[config.mk]
export PLATFORM = sky130hd
export DESIGN_NAME = load_store_unit
export DESIGN_NICKNAME = d
export VERILOG_FILES = /design/src/rtl/lsu_pkg.sv /design/src/rtl/load_align.sv /design/src/rtl/load_store_unit.sv
export SDC_FILE = /design/constraint.sdc
export NUM_CORES = 1
export LEC_CHECK = 0
export BUFFER_PORTS_ARGS = -buffer_cell sky130_fd_sc_hd__buf_4
export CAP_MARGIN = 5
export CORE_MARGIN = 4
export CORE_UTILIZATION = 50
export DETAILED_ROUTE_END_ITERATION = 7
export PLACE_DENSITY_LB_ADDON = 0.12
export REMOVE_ABC_BUFFERS = 1
export SLEW_MARGIN = 15
export SYNTH_ARGS = -nofsm -noshare
export SYNTH_HDL_FRONTEND = slang
export SYNTH_HIERARCHICAL = 1
export SYNTH_SLANG_ARGS = --single-unit
[constraint.sdc]
create_clock -name clk -period 5.96 [get_ports clk]
set_input_delay 0.298 -clock clk [delete_from_list [all_inputs] [get_ports clk]]
set_output_delay 0.298 -clock clk [all_outputs]
set_load 0.005 [all_outputs]
[src/rtl/lsu_pkg.sv]
// Shared types and helpers for the RV32I load/store unit: funct3 encodings,
// FSM states, byte-enable generation and alignment/legality checks.
package lsu_pkg;

    localparam logic [2:0] F3_B  = 3'b000;
    localparam logic [2:0] F3_H  = 3'b001;
    localparam logic [2:0] F3_W  = 3'b010;
    localparam logic [2:0] F3_BU = 3'b100;
    localparam logic [2:0] F3_HU = 3'b101;

    typedef enum logic [1:0] {
        IDLE = 2'd0,
        REQ  = 2'd1,
        RESP = 2'd2,
        DONE = 2'd3
    } lsu_state_t;

    function automatic logic [3:0] be_gen(input logic [2:0] funct3, input logic [1:0] addr);
        case (funct3[1:0])
            2'b00:   be_gen = 4'b0001 << addr;
            2'b01:   be_gen = addr[1] ? 4'b1100 : 4'b0011;
            default: be_gen = 4'b1111;
        endcase
    endfunction

    function automatic logic misaligned(input logic [2:0] funct3, input logic [1:0] addr);
        misaligned = (funct3[0] & addr[0]) | ((funct3[1:0] == 2'b10) & (addr != 2'b00));
    endfunction

    // Loads allow B/H/W/BU/HU; stores allow only B/H/W.
    function automatic logic illegal(input logic is_load, input logic [2:0] funct3);
        if (is_load) illegal = (funct3 == 3'b011) | (funct3[2:1] == 2'b11);
        else         illegal = (funct3 >= 3'b011);
    endfunction

endpackage

[src/rtl/load_align.sv]
// Selects the addressed byte/halfword lane of a read word and sign- or
// zero-extends it according to the load funct3.
module load_align
    import lsu_pkg::*;
(
    input  logic [31:0] rdata,
    input  logic [1:0]  addr,
    input  logic [2:0]  funct3,
    output logic [31:0] data
);

    logic [31:0] shifted;

    always_comb begin
        shifted = rdata >> {addr, 3'b000};
        case (funct3)
            F3_B:    data = {{24{shifted[7]}}, shifted[7:0]};
            F3_H:    data = {{16{shifted[15]}}, shifted[15:0]};
            F3_BU:   data = {24'h0, shifted[7:0]};
            F3_HU:   data = {16'h0, shifted[15:0]};
            default: data = rdata;
        endcase
    end

endmodule

[src/rtl/load_store_unit.sv]
// RV32I memory stage: issues one load or store over a req/gnt/rvalid port,
// stalls the pipeline while it is in flight and hands load data to writeback.
module load_store_unit
    import lsu_pkg::*;
#(
    parameter int ADDR_W = 32,
    parameter int DATA_W = 32
) (
    input  logic              clk,
    input  logic              rst,
    input  logic              ex_valid,
    input  logic              ex_load,
    input  logic              ex_store,
    input  logic [2:0]        ex_funct3,
    input  logic [ADDR_W-1:0] ex_addr,
    input  logic [DATA_W-1:0] ex_wdata,
    input  logic [4:0]        ex_rd,
    output logic              stall,
    output logic              wb_valid,
    output logic [4:0]        wb_rd,
    output logic [DATA_W-1:0] wb_data,
    output logic              fault,
    output logic [ADDR_W-1:0] fault_addr,
    output logic              dmem_req,
    output logic              dmem_we,
    output logic [ADDR_W-1:0] dmem_addr,
    output logic [3:0]        dmem_be,
    output logic [DATA_W-1:0] dmem_wdata,
    input  logic              dmem_gnt,
    input  logic              dmem_rvalid,
    input  logic [DATA_W-1:0] dmem_rdata
);

    lsu_state_t        state;
    logic [ADDR_W-1:0] addr_q;
    logic [2:0]        f3_q;
    logic [4:0]        rd_q;
    logic              we_q;
    logic [3:0]        be_q;
    logic [DATA_W-1:0] wdata_q;
    logic [DATA_W-1:0] data_q;

    logic              op_present;
    logic              op_bad;
    logic              accept;
    logic [DATA_W-1:0] wdata_rep;
    logic [DATA_W-1:0] load_data;

    always_comb begin
        op_present = ex_valid & (ex_load | ex_store);
        op_bad     = (ex_load & ex_store) | illegal(ex_load, ex_funct3)
                   | misaligned(ex_funct3, ex_addr[1:0]);
        accept     = (state == IDLE) & op_present & ~op_bad;
        case (ex_funct3[1:0])
            2'b00:   wdata_rep = {4{ex_wdata[7:0]}};
            2'b01:   wdata_rep = {2{ex_wdata[15:0]}};
            default: wdata_rep = ex_wdata;
        endcase
    end

    load_align u_align (
        .rdata  (dmem_rdata),
        .addr   (addr_q[1:0]),
        .funct3 (f3_q),
        .data   (load_data)
    );

    always_ff @(posedge clk or posedge rst) begin
        if (rst) begin
            state      <= IDLE;
            addr_q     <= '0;
            f3_q       <= '0;
            rd_q       <= '0;
            we_q       <= 1'b0;
            be_q       <= '0;
            wdata_q    <= '0;
            data_q     <= '0;
            fault      <= 1'b0;
            fault_addr <= '0;
        end else begin
            fault <= 1'b0;
            case (state)
                IDLE: begin
                    if (accept) begin
                        addr_q  <= ex_addr;
                        f3_q    <= ex_funct3;
                        rd_q    <= ex_rd;
                        we_q    <= ex_store;
                        be_q    <= be_gen(ex_funct3, ex_addr[1:0]);
                        wdata_q <= wdata_rep;
                        state   <= REQ;
                    end else if (op_present & op_bad) begin
                        fault      <= 1'b1;
                        fault_addr <= ex_addr;
                    end
                end
                REQ: begin
                    if (dmem_gnt) state <= we_q ? DONE : RESP;
                end
                RESP: begin
                    if (dmem_rvalid) begin
                        data_q <= load_data;
                        state  <= DONE;
                    end
                end
                DONE:    state <= IDLE;
                default: state <= IDLE;
            endcase
        end
    end

    // Gating with rst keeps stall low while reset is held, even if an op is presented.
    assign stall      = ~rst & (accept | (state == REQ) | (state == RESP));
    assign dmem_req   = (state == REQ);
    assign dmem_we    = we_q;
    assign dmem_addr  = {addr_q[ADDR_W-1:2], 2'b00};
    assign dmem_be    = be_q;
    assign dmem_wdata = wdata_q;
    assign wb_valid   = (state == DONE) & ~we_q & (rd_q != 5'd0);
    assign wb_rd      = rd_q;
    assign wb_data    = data_q;

endmodule

==> run summary <==
* 0.05 ns — clk slew on worst S/H paths
* 13.0 um2 — synthesized area per cell
* 0 — number of pins exceeding their max-slew limit in the final report
* 42 — Row Count
* 4.61 mW — Power, Total
* 6 — number of synthesis warnings
* 0.836 — routability-driven placement congestion ratio
* 6880 um2 — Post-Synthesis Cell Area
* 27.9 mm — global-route wire length before repair
* 0.00582 ns — final clock skew
* sky130_fd_sc_hd__dfrtp_1 — dominant cell type by area after synthesis
* 0 — number of buffers inserted to repair setup after CTS
* input port to asynchronous set/reset pin — class of the most critical hold timing path
* 18.1 um — wire length per cell after detailed routing
* sky130_fd_sc_hd__dfrtp_1 — most common flop cell mapped by yosys
* addr_q[11]$_DFFE_PP0P_ — critical register-to-register path endpoint
* 51.6% — starting density of the core
* flip-flop to primary output — type of the worst setup path
* 0 — initial antenna violation count
* 144 — Clock Sink Count
* sky130_fd_sc_hd__dfrtp_1, sky130_fd_sc_hd__mux2_2, sky130_fd_sc_hd__nand2_1 — most frequent cells after synthesis
* 5351 — number of global-route vias before repair
* 0 — number of gates given a new drive strength after cts
* 100% — proportion of synthesized flip-flops having asynchronous set or reset
* 15700 um2 — DIE AREA
* 33.2% — Area Overhead vs Synth
* flip-flop — category of the worst setup path launch point
* state[1]$_DFFE_PP0P_ — Critical path origin
* state[1]$_DFFE_PP0P_ — reg2reg start
* 503 nW/um2 — power per cell area
* 4 — H-tree depth reported by CTS
* 16.9 mm — total length of routed wires
* 0 — total congestion overflow
* 0 — number of flops mapped to enable cells by yosys
* 6 — worst-case reg-to-reg path depth
* 0 — Post-CTS Hold Buffers
* 21.9% — aggregate global-route resource usage
* 0.000304 V — IR drop worst, VDD
* 17 — number of buffers added by the clock tree synthesis step
* 93 — pin count of the biggest net entering global routing
* 144 — Seq cells post-synth
* 4 — number of iterations in the first detailed-routing pass
* 223 — detailed router's first-iteration violation count
* sky130_fd_sc_hd__dfrtp_1 — top-count cell post-synth
* 0 ns — Setup TNS
* 250 — count of input and output buffers
* 2 — number of buffers on the longest clock path
* 0 — final count of negative-setup-slack endpoints
* sky130_fd_sc_hd__clkbuf_16 — cell chosen for the clock root
* 52.4% — share of the synthesized area in the top cell type
* 13300 um2 — Core Region
* 3.24 ns — worst-case register-to-register setup slack
* 0 — count of maximum capacitance violations
* 2.76 ns — final worst slack
* 529 — cell count after synthesis
* 12.4 mm — DP Wirelength
* finished clean — outcome
* 1.17 ns — worst slew pin tran
* 57.2% — proportion of layout cells with a drive suffix above 1
* 4925 — via count of the routed design
* 5.30 — via count normalized by instance count
* primary output — category of the worst setup path capture point
* 5.66 ns — endpoint required time on the critical path
* 0 — DRC errors left
* 0 — antenna cells
* 125 um — die span in x
* sky130_fd_sc_hd__dfrtp_1, sky130_fd_sc_hd__mux2_2, sky130_fd_sc_hd__buf_4 — leading post-synthesis cells by cell area
* done — clock tree from TritonCTS
* 312 MHz — achievable frequency
* 125 um — die span in y
* 22.1% — remaining max-slew budget at the tightest pin
* 0.41 ns — source-to-sink clock delay at the later pin of the worst-skew pair
* 4.40 nW — leakage power figure
* 53.7% — fin crit share
* 2.90 ns — Worst Path Arrival
* 3.20 ns — final critical path time including I/O delays and setup
* 78 — highest net fanout along the worst path
* false — setup repair after global routing missed its margin
* 50 — synth unique cells
* 0 — Post-DRT Antenna Nets
* 52.4% — part of the Yosys area used for sequential elements
* 0 — Hold Fails Final Rpt
* 3.19 ns — post-placement setup slack
* 253 — I/O pin total
* 858 — number of nets in the finished design
[metal layers]
| layer | track usage, % | vias up | share of wire (%) |
|---|---|---|---|
| met4 | 6.63 | 0 | 1.7 |
| met1 | 26.2 | 2429 | 39 |
| met2 | 35.8 | 185 | 49 |
| met3 | 10.1 | 22 | 10 |
| li1 | - | 2289 | - |
| met5 | 0 | - | 0 |
[through the flow]
step | hold slack [ns] | instances | utilization, % | instance area, um2
6_report | 0.0611 | 930 | 68.7 | 9170
3_3_place_gp | 0.471 | 900 | 64.7 | 8630
5_1_grt | 0.102 | 930 | 68.7 | 9170
2_1_floorplan | 0.433 | 471 | - | 6500
4_1_cts | 0.0822 | 930 | 68.7 | 9170
3_5_place_dp | 0.476 | 900 | 64.7 | 8630
[sequential cells by signal (all words and copies together), names as in the netlist]
signal,flops
wb_rd,5
wb_data,32
state,2
dmem_we,1
fault_addr,32
f3_q,3
dmem_wdata,32
addr_q,32
fault,1
dmem_be,4
[layout make-up]
| cell class | instances | area (um2) |
|---|---|---|
| fillers | 1017 | 4180 |
| flip-flops and latches | 144 | 3600 |
| multi-input cells | 319 | 2880 |
| repair buffers | 253 | 1900 |
| clock buffers | 23 | 468 |
| well taps | 176 | 220 |
| clock inverters | 7 | 62.6 |
| inverters | 8 | 35.0 |
[placed cells by master (no fill, tap or decap), drive strengths merged, types with 6 or more instances in the layout]
master | synthesis | layout
buf | 50 | 253
nand2 | 42 | 42
clkbuf | 9 | 23
inv | 8 | 8
o21ai | 31 | 31
a221oi | 6 | 6
nor2b | 6 | 6
mux2 | 164 | 164
mux2i | 13 | 13
o31ai | 7 | 7
dfrtp | 144 | 144
[worst max-delay path by stage]
stage | slack, ns | cells after the start | endpoint
6_report | 2.76 | 7 | stall
5_1_grt | 2.58 | 7 | stall
4_1_cts | 2.77 | 7 | stall
3_5_place_dp | 3.19 | 7 | stall
3_3_place_gp | 3.29 | 7 | stall
2_1_floorplan | 1.78 | 1 | addr_q[0]$_DFFE_PP0P_
[where the power goes]
part | internal, mW | leakage [nW] | total (mW) | switching [mW]
Sequential | 1.45 | 1.79 | 1.78 | 0.330
Clock | 0.587 | 0.262 | 0.957 | 0.370
Combinational | 1.15 | 2.35 | 1.88 | 0.726
[worst max-delay path: stages, from the launching register on]
cell and delay, ns:
sky130_fd_sc_hd__dfrtp_1 0.44, sky130_fd_sc_hd__inv_1 0.12, sky130_fd_sc_hd__ha_1 0.26, sky130_fd_sc_hd__o211ai_1 0.28, sky130_fd_sc_hd__nor3_4 0.24, sky130_fd_sc_hd__buf_4 0.78
sky130_fd_sc_hd__o31a_1 0.20, sky130_fd_sc_hd__buf_4 0.11
[cell families after synthesis]
family,Yosys count,share of synthesized area (%)
compound gates,72,7.53
flops,144,52.4
mux,178,29.1
simple gates,63,4.27
other cells,1,0.0545
fa+ha+maj,4,0.727
buf+inv,67,6.00
(Power assumes the default switching activity.)
